==> src/rtl/prbs_pkg.sv <==
// Shared types and constants for the PRBS pattern transmitter.
// Holds the pattern modes, LFSR taps, active lengths and the feedback/mask helpers.
package prbs_pkg;

  localparam int unsigned LFSR_W = 31;

  typedef enum logic [1:0] {
    MODE_PRBS7  = 2'd0,
    MODE_PRBS15 = 2'd1,
    MODE_PRBS31 = 2'd2,
    MODE_FIXED  = 2'd3
  } mode_e;

  typedef enum logic {
    ST_IDLE = 1'b0,
    ST_RUN  = 1'b1
  } state_e;

  typedef struct packed {
    logic [4:0] t1;
    logic [4:0] t2;
  } taps_t;

  localparam taps_t TAPS_PRBS7  = '{t1: 5'd6,  t2: 5'd5};
  localparam taps_t TAPS_PRBS15 = '{t1: 5'd14, t2: 5'd13};
  localparam taps_t TAPS_PRBS31 = '{t1: 5'd30, t2: 5'd27};

  localparam int unsigned LEN_PRBS7  = 7;
  localparam int unsigned LEN_PRBS15 = 15;
  localparam int unsigned LEN_PRBS31 = 31;

  // Bits of the shared state that the selected polynomial actually uses.
  function automatic logic [LFSR_W-1:0] active_mask(input mode_e m);
    int unsigned len;
    logic [LFSR_W-1:0] mask;
    case (m)
      MODE_PRBS7:  len = LEN_PRBS7;
      MODE_PRBS15: len = LEN_PRBS15;
      default:     len = LEN_PRBS31;
    endcase
    mask = '0;
    for (int unsigned i = 0; i < LFSR_W; i++) begin
      if (i < len) mask[i] = 1'b1;
    end
    return mask;
  endfunction

  // Constant tap indices per branch keep this a small mux rather than a barrel select.
  function automatic logic lfsr_fb(input logic [LFSR_W-1:0] s, input mode_e m);
    logic fb;
    case (m)
      MODE_PRBS7:  fb = s[TAPS_PRBS7.t1]  ^ s[TAPS_PRBS7.t2];
      MODE_PRBS15: fb = s[TAPS_PRBS15.t1] ^ s[TAPS_PRBS15.t2];
      default:     fb = s[TAPS_PRBS31.t1] ^ s[TAPS_PRBS31.t2];
    endcase
    return fb;
  endfunction

endpackage

==> src/rtl/prbs_pattern_tx_word_gen.sv <==
// Combinational word generator: WIDTH unrolled LFSR steps or the fixed word,
// plus the next LFSR state including the all-zero lock-up reseed.
module prbs_word_gen
  import prbs_pkg::*;
#(
  parameter int unsigned WIDTH = 32
) (
  input  logic [LFSR_W-1:0] i_state,
  input  mode_e             i_mode,
  input  logic [WIDTH-1:0]  i_fixed_word,
  output logic [WIDTH-1:0]  o_word,
  output logic [LFSR_W-1:0] o_next_state
);

  logic [LFSR_W-1:0] w_mask;
  logic [LFSR_W-1:0] w_seed;
  logic [LFSR_W-1:0] w_s;
  logic [WIDTH-1:0]  w_bits;
  logic              w_fb;

  always_comb begin
    w_mask = active_mask(i_mode);
    w_seed = i_state;
    if ((i_state & w_mask) == '0) w_seed = i_state | w_mask;

    w_s    = w_seed;
    w_bits = '0;
    w_fb   = 1'b0;
    for (int unsigned i = 0; i < WIDTH; i++) begin
      w_fb      = lfsr_fb(w_s, i_mode);
      w_bits[i] = w_fb;
      w_s       = {w_s[LFSR_W-2:0], w_fb};
    end

    if (i_mode == MODE_FIXED) begin
      o_word       = i_fixed_word;
      o_next_state = i_state;
    end else begin
      o_word       = w_bits;
      o_next_state = w_s;
    end
  end

endmodule

==> src/rtl/prbs_pattern_tx.sv <==
// Single-clock PRBS/fixed-pattern serial transmitter with word framing,
// one-shot error injection and a wrapping word counter.
module prbs_pattern_tx
  import prbs_pkg::*;
#(
  parameter int unsigned WIDTH = 32
) (
  input  logic             i_clk,
  input  logic             i_rst_n,
  input  logic             i_en,
  input  logic [1:0]       i_mode,
  input  logic [WIDTH-1:0] i_fixed_word,
  input  logic             i_inject_err,
  output logic             o_ser_out,
  output logic             o_word_strobe,
  output logic             o_err_injected,
  output logic             o_busy,
  output logic [15:0]      o_word_cnt
);

  localparam int unsigned      CNT_W    = $clog2(WIDTH);
  localparam logic [CNT_W-1:0] LAST_BIT = CNT_W'(WIDTH - 1);

  state_e            r_state;
  logic [CNT_W-1:0]  r_cnt;
  logic [LFSR_W-1:0] r_lfsr;
  logic [WIDTH-1:0]  r_sreg;
  logic              r_pending;
  logic              r_ser;
  logic              r_strobe;
  logic              r_err;
  logic              r_busy;
  logic [15:0]       r_word_cnt;

  logic [WIDTH-1:0]  w_word;
  logic [LFSR_W-1:0] w_next;
  logic              w_last;
  logic              w_load;

  prbs_word_gen #(.WIDTH(WIDTH)) u_word_gen (
    .i_state      (r_lfsr),
    .i_mode       (mode_e'(i_mode)),
    .i_fixed_word (i_fixed_word),
    .o_word       (w_word),
    .o_next_state (w_next)
  );

  assign w_last = (r_state == ST_RUN) && (r_cnt == LAST_BIT);
  assign w_load = i_en && ((r_state == ST_IDLE) || w_last);

  // r_sreg holds only the bits not yet on ser_out, so ser_out stays a plain register.
  always_ff @(posedge i_clk or negedge i_rst_n) begin
    if (!i_rst_n) begin
      r_state    <= ST_IDLE;
      r_cnt      <= '0;
      r_lfsr     <= '1;
      r_sreg     <= '0;
      r_pending  <= 1'b0;
      r_ser      <= 1'b0;
      r_strobe   <= 1'b0;
      r_err      <= 1'b0;
      r_busy     <= 1'b0;
      r_word_cnt <= '0;
    end else begin
      r_strobe <= 1'b0;
      r_err    <= 1'b0;
      if (i_inject_err) r_pending <= 1'b1;

      case (r_state)
        ST_IDLE: begin
          r_ser  <= 1'b0;
          r_cnt  <= '0;
          r_sreg <= '0;
        end
        ST_RUN: begin
          if (!w_last) begin
            r_ser  <= r_sreg[0];
            r_sreg <= r_sreg >> 1;
            r_cnt  <= r_cnt + CNT_W'(1);
          end else begin
            r_state <= ST_IDLE;
            r_busy  <= 1'b0;
            r_ser   <= 1'b0;
            r_sreg  <= '0;
            r_cnt   <= '0;
          end
        end
        default: r_state <= ST_IDLE;
      endcase

      // A load overrides the per-state updates above; a pulse coinciding with it stays pending.
      if (w_load) begin
        r_state    <= ST_RUN;
        r_busy     <= 1'b1;
        r_cnt      <= '0;
        r_lfsr     <= w_next;
        r_sreg     <= w_word >> 1;
        r_ser      <= w_word[0] ^ r_pending;
        r_err      <= r_pending;
        r_strobe   <= 1'b1;
        r_pending  <= i_inject_err;
        r_word_cnt <= r_word_cnt + 16'd1;
      end
    end
  end

  assign o_ser_out      = r_ser;
  assign o_word_strobe  = r_strobe;
  assign o_err_injected = r_err;
  assign o_busy         = r_busy;
  assign o_word_cnt     = r_word_cnt;

endmodule
==> config.mk <==
export PLATFORM = sky130hd
export DESIGN_NAME = prbs_pattern_tx
export DESIGN_NICKNAME = d
export VERILOG_FILES = /design/src/rtl/prbs_pkg.sv /design/src/rtl/prbs_pattern_tx_word_gen.sv /design/src/rtl/prbs_pattern_tx.sv
export SDC_FILE = /design/constraint.sdc
export NUM_CORES = 1
export LEC_CHECK = 0
export BUFFER_PORTS_ARGS = -buffer_cell sky130_fd_sc_hd__buf_2
export CELL_PAD_IN_SITES_DETAIL_PLACEMENT = 1
export CELL_PAD_IN_SITES_GLOBAL_PLACEMENT = 1
export CORE_ASPECT_RATIO = 0.75
export CORE_MARGIN = 1.5
export CORE_UTILIZATION = 46
export DETAILED_ROUTE_END_ITERATION = 10
export PLACE_DENSITY = 0.82
export SLEW_MARGIN = 20
export SYNTH_ARGS = -nofsm -noshare
export SYNTH_HDL_FRONTEND = slang
export SYNTH_SLANG_ARGS = --single-unit
==> constraint.sdc <==
create_clock -name i_clk -period 3.4 [get_ports i_clk]
set_clock_uncertainty 0.1 [all_clocks]
set_input_delay 0 -clock i_clk [delete_from_list [all_inputs] [get_ports i_clk]]
set_output_delay 0 -clock i_clk [all_outputs]
set_load 0.005 [all_outputs]
== Word-level counts from Yosys, hierarchy flattened ==
Index checks and enable logic that the tools add are counted.

* Register bits: 90
* Latch bits: 0
* RAM bits: 0
* Memory bits (read-only): 0
* Input port bits: 38
* Output and inout bits: 20
* Logic and storage cells: 218
* Memories: 0

* Add/sub/neg operators: 2
* Multiply operators: 0
* Divide/modulo/power cells: 0
* $lt $le $gt $ge: 31
* Eq/ne operators: 3
* Shifts and indexed selects: 0
* Multiplexer cells: 85
* Bitwise gates (word level): 77
* Reductions and logical operators: 10

{| class="wikitable"
|+ Operator list
! operator !! number
|-
| < comparator 5 bit, first input constant || 15
|-
| bitwise XOR 1 bit || 73
|-
| one-hot mux 1 bit (2 select lines) || 33
|-
| 2-to-1 mux 32 bit || 2
|-
| one-hot mux 32 bit (2 select lines) || 1
|-
| 2-to-1 mux 31 bit || 2
|-
| 2-to-1 mux 1 bit || 43
|-
| < comparator 4 x 5 -> 1 bit, first input constant || 8
|-
| AND 31 bit || 1
|-
| logical NOT 31 bit || 1
|-
| bitwise OR 31 bit || 1
|-
| < comparator 3 x 5 -> 1 bit, first input constant || 4
|-
| one-hot mux 5 bit (2 select lines) || 2
|-
| adder 16 x 1 -> 16 bit, second input constant || 1
|-
| < comparator 1 x 5 -> 1 bit, first input constant || 2
|-
| < comparator 2 x 5 -> 1 bit, first input constant || 2
|-
| 2-to-1 mux 5 bit || 2
|-
| nonzero test 2 bit || 3
|-
| adder 5 x 1 -> 5 bit, second input constant || 1
|-
| == test 5 bit, second input constant || 1
|-
| AND reduction 2 bit || 2
|-
| == test 2 x 1 -> 1 bit, second input constant || 1
|-
| == test 2 bit, second input constant || 1
|-
| logical AND 1 bit || 2
|-
| other kinds (3) || 4
|}

== Longest topological paths before layout ==
Gate-level depths: netlist (run 1).

* Depth in word-level cells: 22
* Mapped depth: 12
* Gate-level depth less buffers: 10

== Cells and area by module ==
A second synthesis (run 1) with hierarchy kept.

* Cell total of the unflattened synthesis: 722
* Area total of the unflattened synthesis: 6222.2 sq um

{| class="wikitable"
|+ By module, submodules not included
! module !! instances !! cells each !! area an instance (sq um) !! sequential area each (sq um)
|-
| prbs_pattern_tx || 1 || 297 || 3443.3 || 2265.9
|-
| prbs_word_gen || 1 || 425 || 2778.9 || 0.0
|}

== Worst setup path before layout (run 1) ==
Ideal clock, no wire load.

* Path type: register to register
* From: reg r_lfsr[7]
* To: reg r_lfsr[0]
* Library setup time: 0.089 ns
* Arrival time: 2.846 ns
* Data required time: 3.211 ns
* Slack: 0.364 ns
* Cell stages (with the launch flop): 12
* Path buffers: 2
* Period minus slack after synthesis: 3.036 ns
* Path through: dfstp_2 clkbuf_2 nor4_1 a21oi_1 nor2_1 or3_1 a31o_1 buf_4 xor2_1 xnor3_1 a21oi_1 o21ai_1

* Longest elaborated chain between the ends: 15
* Elaborated cells on any way between the ends: 74
* Those cells by class: mux: 21; bitwise: 52; reduce/logical: 1

{| class="wikitable"
|+ RTL lines
! item !! line !! RTL
|-
| start, declared || prbs_pattern_tx.sv:26 || <nowiki>logic [LFSR_W-1:0] r_lfsr;</nowiki>
|-
| start signal, assigned || prbs_pattern_tx.sv:96 || <nowiki>r_lfsr <= w_next;</nowiki>
|-
| AND 31 bit || prbs_pattern_tx_word_gen.sv:24 || <nowiki>if ((i_state & w_mask) == '0) w_seed = i_state | w_mask;</nowiki>
|-
| logical NOT 31 bit || prbs_pattern_tx_word_gen.sv:24 ||
|-
| 2-to-1 mux 31 bit (*) || prbs_pattern_tx_word_gen.sv:24 ||
|-
| bitwise XOR 1 bit, on equally long branches || prbs_pkg.sv:54, prbs_pkg.sv:52, prbs_pkg.sv:53 ||
|-
| one-hot mux 1 bit (2 select lines) || prbs_pkg.sv:51 || <nowiki>case (m)</nowiki>
|-
| bitwise XOR 1 bit || prbs_pkg.sv:52 || <nowiki>MODE_PRBS7: fb = s[TAPS_PRBS7.t1] ^ s[TAPS_PRBS7.t2];</nowiki>
|-
| one-hot mux 1 bit (2 select lines) || prbs_pkg.sv:51 ||
|-
| bitwise XOR 1 bit || prbs_pkg.sv:52 ||
|-
| one-hot mux 1 bit (2 select lines) || prbs_pkg.sv:51 ||
|-
| bitwise XOR 1 bit || prbs_pkg.sv:52 ||
|-
| one-hot mux 1 bit (2 select lines) || prbs_pkg.sv:51 ||
|-
| bitwise XOR 1 bit || prbs_pkg.sv:52 ||
|-
| one-hot mux 1 bit (2 select lines) || prbs_pkg.sv:51 ||
|-
| bitwise XOR 1 bit || prbs_pkg.sv:52 ||
|-
| one-hot mux 1 bit (2 select lines) (*) || prbs_pkg.sv:51 ||
|}

Every way passes the cells marked *; elsewhere a longest branch is shown, timed or not.
A chain may end at the register's enable or synchronous reset.

== Final worst setup path (run 1) ==
* From: reg r_lfsr[6]
* To: reg r_sreg[26]

* Longest elaborated chain between the ends: 15
* Elaborated cells on any way between the ends: 63
* Those cells by class: mux: 19; bitwise: 43; reduce/logical: 1

{| class="wikitable"
|+ RTL lines
! item !! line !! RTL
|-
| AND 31 bit || prbs_pattern_tx_word_gen.sv:24 ||
|-
| logical NOT 31 bit || prbs_pattern_tx_word_gen.sv:24 ||
|-
| 2-to-1 mux 31 bit (*) || prbs_pattern_tx_word_gen.sv:24 ||
|-
| bitwise XOR 1 bit, on equally long branches || prbs_pkg.sv:54, prbs_pkg.sv:52, prbs_pkg.sv:53 ||
|-
| one-hot mux 1 bit (2 select lines) || prbs_pkg.sv:51 ||
|-
| bitwise XOR 1 bit, on equally long branches || prbs_pkg.sv:52, prbs_pkg.sv:53 ||
|-
| one-hot mux 1 bit (2 select lines) || prbs_pkg.sv:51 ||
|-
| bitwise XOR 1 bit, on equally long branches || prbs_pkg.sv:52, prbs_pkg.sv:53 ||
|-
| one-hot mux 1 bit (2 select lines) || prbs_pkg.sv:51 ||
|-
| bitwise XOR 1 bit || prbs_pkg.sv:52 ||
|-
| one-hot mux 1 bit (2 select lines) || prbs_pkg.sv:51 ||
|-
| bitwise XOR 1 bit || prbs_pkg.sv:52 ||
|-
| one-hot mux 1 bit (2 select lines) (*) || prbs_pkg.sv:51 ||
|-
| 2-to-1 mux 32 bit (*) || prbs_pattern_tx_word_gen.sv:35 || <nowiki>if (i_mode == MODE_FIXED) begin</nowiki>
|-
| 2-to-1 mux 32 bit (*) || prbs_pattern_tx.sv:92 || <nowiki>if (w_load) begin</nowiki>
|-
| end signal, assigned || prbs_pattern_tx.sv:78 || <nowiki>r_sreg <= r_sreg >> 1;</nowiki>
|-
| end signal, assigned || prbs_pattern_tx.sv:97 || <nowiki>r_sreg <= w_word >> 1;</nowiki>
|-
| end, declared || prbs_pattern_tx.sv:27 || <nowiki>logic [WIDTH-1:0] r_sreg;</nowiki>
|}

Marked as above.

==> results of run 1 <==
==> final timing paths <==
check	slack [ns]	end	cells after the start	startpoint
min reg2reg	0.36	r_sreg[12]$_DFF_PN0_	2	r_sreg[13]$_DFF_PN0_
min	0.05	r_lfsr[3]$_DFFE_PN1P_	3	i_mode[1]
max	0.12	r_sreg[26]$_DFF_PN0_	10	r_lfsr[6]$_DFFE_PN1P_
max in group asynchronous	2.08	r_lfsr[10]$_DFFE_PN1P_	3	i_rst_n
min in group asynchronous	0.23	r_sreg[26]$_DFF_PN0_	2	i_rst_n
max reg2reg	0.12	r_sreg[26]$_DFF_PN0_	10	r_lfsr[6]$_DFFE_PN1P_
==> flip-flops by register name, indices dropped and copies added (netlist names) <==
name / cells
o_busy: 1
o_ser_out: 1
r_pending: 1
r_sreg: 31
o_word_cnt: 16
r_state: 1
o_err_injected: 1
r_lfsr: 31
r_cnt: 5
o_word_strobe: 1
==> critical path: stages (launching register included) <==
cell      delay [ns]
dfstp_2         0.69
xor2_1          0.10
a222oi_1        0.43
mux2i_4         0.20
xnor2_2         0.23
and2_4          0.21
a211oi_4        0.28
xor2_2          0.30
xor2_1          0.14
a221oi_1        0.37
o21ai_1         0.10
==> metal layers <==
metal | wire (µm) | vias to the layer above
li1 | - | 2314
met1 | 9060 | 2633
met2 | 9770 | 227
met3 | 1760 | 46
met4 | 701 | 0
met5 | 0 | -
==> metrics by stage <==
stage / total power [mW] / worst slack [ns] / instances
finish: 6.43 / 0.115 / 880
detailed placement: 5.04 / 0.0870 / 834
global route: 6.75 / -0.0620 / 880
CTS: 6.27 / 0.0359 / 879
floorplan: 3.95 / 0.364 / 613
global placement: 4.98 / 0.153 / 834
==> logic make-up (layout without fill, tap and decap cells) <==
logic type / Yosys count / count (layout) / synth area share [%]
simple gates: 198 / 198 / 15.5
xor+xnor: 97 / 97 / 16.7
flops: 89 / 89 / 40.3
fa+ha+maj: 3 / 3 / 0.667
mux: 15 / 15 / 3.34
compound gates: 157 / 157 / 18.9
buf+inv: 54 / 159 / 4.52
==> layout make-up <==
cell class              count  area (µm²)
fillers                  1337        4790
multi-input cells         470        3150
flip-flops and latches     89        2270
repair buffers            138         981
clock buffers              10         239
well taps                 162         203
clock inverters             6        97.6
inverters                   5        18.8
==> power by group through the flow <==
stage / clock network, mW / registers, mW / logic, mW
global route: 1.21 / 1.74 / 3.80
floorplan: 0 / 1.53 / 2.42
finish: 1.16 / 1.71 / 3.56
global placement: 0 / 1.69 / 3.29
CTS: 1.15 / 1.69 / 3.42
detailed placement: 0 / 1.70 / 3.34
==> cell usage in the layout, fill, tap and decap left out, drive strengths merged, types with 10 or more instances in the layout <==
cell	instances
buf	109
nand2	102
dfrtp	58
o21ai	56
xnor2	49
nor2	44
xor2	44
a21oi	35
dfstp	31
dlygate4sd3	29
mux2i	13
nand3	12
clkbuf	10
==> timing repair <==
item                       in CTS  in global routing
hold buffers                   29                  0
gates resized for setup         0                  8
setup buffers                   0                  1
setup endpoints to repair       0                 13
hold endpoints to repair       72                  0
==> reports/metrics.yaml, run 1 <==
run_status:
  outcome: "finished, final reports clean"
routing:
  vias_per_cell: 5.93
  drt-pass1-iter-count: 7
  wirelength_mm: 21.3
  wl_per_cell_um: 24.2
  drtAntennaViolNets: 0
  drc: 0
  drt-initial-drc-count: 356
  vias: 5220
sta:
  whs_ns: 0.0481
  setup_viol: 0
  rsz0062_at_grt: "yes"
  slew-limit-headroom_pct: 36.9
  post-route-min-period_ns: 3.28
  period_share_pct: 96.6
  tightest_slew_ns: 0.947
  tns_ns: 0
  max_freq_mhz: 304
  hold_viol: 0
  report.final.slew_viol_count: 0
place:
  dpl_cell_area_um2: 6280
  portBuffers: 57
  dp_hpwl_mm: 14.6
  routabilityCongestion: 1.00
power_and_ir_drop:
  switching_share_pct: 43.7
  power.density_nw_per_um2: 925
  ir_drop_v: 0.000499
  p_leak_nw: 3.17
  comb_power_share_pct: 55.3
  clockPowerShare_pct: 18.0
  seqPwrFrac_pct: 26.6
  p_int_mw: 3.62
  p_switching_mw: 2.81
logic_synthesis:
  async_flop_share_pct: 100
  synth_top_area_share_pct: 25.8
  avgSynthCellArea_um2: 9.18
  synth-seq-cells: 89
  yosysTopAreaCell: "dfrtp_1"
  synth.most_common_cell: "nand2_1"
  synthFlopType: "dfrtp_1"
  synth_edf_count: 0
  syn-cell-area_um2: 5630
  synth_common_cells: "nand2_1, dfrtp_1, o21ai_0, xnor2_1, nor2_1"
  synth_fp_nets: 654
  synth-seq-area-share_pct: 40.3
  yosysUniqueCellTypes: 72
  syn_inst: 613
  synth_area_leaders: "dfrtp_1, dfstp_2, xnor2_1"
  yosysWarningCount: 0
critical_path:
  cp-end-kind: "register"
  cp_max_fo: 9
  start_kind: "register"
  cp_data_required_time_ns: 3.52
  path_class: "register to register"
  worstPathArrival_ns: 3.40
clocking:
  htreeDepth: 3
  clk_pin_slew_ns: 0.07
  clock_latency_ns: 0.35
  cts_buffers: 9
  clock_sinks: 89
  cts-root-buf: "clkbuf_16"
  clockBufferDepth: 2
  tritoncts: "yes"
final_layout:
  syn_to_final_growth_pct: 23.6
  layout-drive-gt1-share_pct: 26.5
  fin_util_pct: 59.2
  diodes: 0
  layout.nets: 754
  final_area_um2: 6950
die:
  die_w_um: 131
  io_pins: 58
  die_area_um2: 12900
  coreArea_um2: 11700
  num_rows: 34
  die_y_um: 98.8
  initial_core_util_pct: 47.9
min_path:
  min_path_type: "input pin to register"
global_routing:
  grt_start_max_net_pins: 72
  use_met1_pct: 46.8
  grt_use_met3_pct: 9.66
  top_usage_layer: "met2"
  grt_pass1_vias: 5668
  grt-ovfl-total: 0
  track_usage_pct: 34.9
  antenna_found_initial: 0
  grt_pass1_wl_mm: 32.8
  met2_usage_pct: 53.4
run:
  max_cap_viol_count: 0
No activity file was read; power rests on OpenSTA's default activity.
==> run 2, diff against run 1 <==
Settings changed: ABC_AREA set to 1, CORE_UTILIZATION 46 to 44.
==> reports/metrics.yaml, run 2 <==
die:
  die_y_um: 99.4
  coreArea_um2: 12200
  die_area_um2: 13100
  io_pins: 58
  die_w_um: 132
  num_rows: 35
  initial_core_util_pct: 44.8
sta:
  tightest_slew_ns: 0.835
  rsz0062_at_grt: "yes"
  max_freq_mhz: 256
  tns_ns: -6.71
  post-route-min-period_ns: 3.90
  finalWorstSetupSlack_ns: -0.505
  report.final.slew_viol_count: 0
  slew-limit-headroom_pct: 44.3
  hold_viol: 0
  period_share_pct: 115
  whs_ns: 0.184
  setup_viol: 25
final_layout:
  layout-drive-gt1-share_pct: 45.1
  syn_to_final_growth_pct: 51.8
  fin_util_pct: 68.0
  mostFrequentLayoutCells: "nand2_1, buf_4, inv_1"
  final_common_cell: "nand2_1"
  final_area_um2: 8280
  diodes: 0
  fill_cells: 1445
  final_cells: 1104
  seq_area_um2: 2270
  layout.nets: 974
  multiInputGateArea_um2: 3510
logic_synthesis:
  synthMuxAreaShare_pct: 0
  synth_top_area_share_pct: 26.6
  synth_edf_count: 0
  synth-seq-cells: 89
  synth-compound-area-share_pct: 13.0
  yosys.area_share.simple_pct: 32.8
  syn-cell-area_um2: 5460
  async_flop_share_pct: 100
  synth_adder_area_share_pct: 0.688
  yosysUniqueCellTypes: 40
  syn_inst: 722
  avgSynthCellArea_um2: 7.56
  yosysWarningCount: 0
  synth-seq-area-share_pct: 41.5
  synth_common_cells: "nand2_1, inv_1, nand3_1, dfrtp_1, nor2_1"
  synth.most_common_cell: "nand2_1"
  yosysTopAreaCell: "dfrtp_1"
  synth-xor-area-share_pct: 3.37
  synth_top_family_by_area: "simple AND/OR/NAND/NOR gates"
  synth_area_leaders: "dfrtp_1, dfstp_2, nand2_1"
  synthFlopType: "dfrtp_1"
  synth_fp_nets: 763
power_and_ir_drop:
  clockPowerShare_pct: 12.1
  finalPower_mw: 8.38
  p_int_mw: 4.21
  p_switching_mw: 4.17
  seqPwrFrac_pct: 21.7
  p_leak_nw: 4.18
  ir_drop_v: 0.000465
  power.density_nw_per_um2: 1010
  switching_share_pct: 49.7
  comb_power_share_pct: 66.3
critical_path:
  critPathMostFrequentCell: "nand2_1"
  cp_data_required_time_ns: 3.54
  start_kind: "register"
  path_class: "register to register"
  cp_slowest_stage_delay_ns: 0.58
  cp-end-kind: "register"
  worstPathArrival_ns: 4.04
  crit_path_top_delay_cell: "dfstp_2"
  reg2reg_depth: 28
  rr_endpoint: "r_sreg[30]$_DFF_PN0_"
  crit_end: "r_sreg[30]$_DFF_PN0_"
  cp_max_fo: 7
  r2r_start: "r_lfsr[14]$_DFFE_PN1P_"
  ff2ff_setup_slack_ns: -0.50
  startpoint: "r_lfsr[14]$_DFFE_PN1P_"
global_routing:
  grt_pass1_wl_mm: 34.6
  grt_pass1_vias: 6225
  antenna_found_initial: 0
  grt_start_max_net_pins: 90
  track_usage_pct: 34.7
  grt-ovfl-total: 0
clocking:
  clk_pin_slew_ns: 0.07
  clockBufferDepth: 2
  clock_sinks: 89
  clock_latency_ns: 0.35
  htreeDepth: 3
  cts-root-buf: "clkbuf_16"
  cts_buffers: 9
  tritoncts: "yes"
routing:
  drt-initial-drc-count: 628
  drc: 0
  dr_wl_met3_mm: 2.85
  drt-met1-wl_mm: 11.2
  drt-pass1-iter-count: 5
  vias_per_cell: 6.21
  drtAntennaViolNets: 0
  wirelength_mm: 29.7
  wl_per_cell_um: 26.9
  vias: 6853
  top_layer_used: "met4"
  wl_met2_mm: 13.9
place:
  portBuffers: 57
  placed_cells: 1006
  routabilityCongestion: 1.01
  post-place-ws_ns: -0.159
  dpl_cell_area_um2: 6460
  dp_hpwl_mm: 15.8
run:
  max_cap_viol_count: 0
min_path:
  min_path_type: "input pin to asynchronous set/reset pin"
run_status:
  violations: "negative setup slack"
  outcome: "finished, violations left"
-- run 2: changes by cell type in the layout (fill, tap and decap cells not counted), moves of 33 or more --
cell     delta
buf_4      +65
inv_1      +58
nand2_2    +55
nand2_1    +54
xnor2_1    -37
nand3_2    +33
-- run 2: cells by family (layout without fill, tap and decap cells) --
group,after synthesis,count (layout)
and+or+nand+nor,387,389
AOI/OAI and AO/OA,114,114
buffers and inverters,108,322
DFF,89,89
xor gates and xnor gates,21,21
adders and majority gates,3,3
-- run 2: critical path, delay by kind of cell (launching register included) --
family	cells	cell delay (ns)
flops	1	0.58
buf+inv	4	0.57
simple gates	24	2.52
-- run 2: cell type report --
class / instances / share of cell area [%]
inverters: 83 / 3.88
repair buffers: 223 / 20.5
clock inverters: 5 / 0.483
well taps: 166 / 2.51
clock buffers: 11 / 2.93
flip-flops and latches: 89 / 27.4
multi-input cells: 527 / 42.4
-- run 2: power groups by stage --
stage          clock network (mW)  logic [mW]  registers, mW
2_1_floorplan                   0        2.00           1.76
3_3_place_gp                    0        3.48           1.73
3_5_place_dp                    0        3.58           1.76
4_1_cts                     0.992        3.86           1.74
5_1_grt                      1.04        5.73           1.84
6_report                     1.01        5.56           1.81
-- run 2: worst min-delay path by stage --
| stage | to | slack [ns] | cells after the start |
|---|---|---|---|
| 6_report | o_word_cnt[1]$_DFFE_PN0P_ | 0.18 | 2 |
| 5_1_grt | o_word_cnt[5]$_DFFE_PN0P_ | 0.26 | 2 |
| 4_1_cts | o_ser_out$_DFF_PN0_ | 0.25 | 5 |
| 3_5_place_dp | r_pending$_DFFE_PN0P_ | 0.1 | 2 |
| 3_3_place_gp | r_pending$_DFFE_PN0P_ | 0.1 | 2 |
| 2_1_floorplan | o_busy$_DFFE_PN0P_ | -0.40 | 0 |
-- run 2: per-layer routing --
| metal | track usage, % | vias to the layer above |
|---|---|---|
| met5 | 0 | - |
| met4 | 8.80 | 0 |
| met3 | 7.75 | 160 |
| met2 | 55.9 | 471 |
| met1 | 47.8 | 3443 |
| li1 | - | 2779 |
-- run 2: timing repair --
item / 4_1_cts / 5_1_grt
buffers inserted: 13 / 32
gates resized for setup: 25 / 177
hold endpoints to repair: 93 / 0
pin swaps: 13 / 79
endpoints found under the setup margin: 19 / 26
hold buffers: 35 / 0
gates cloned: 1 / 1
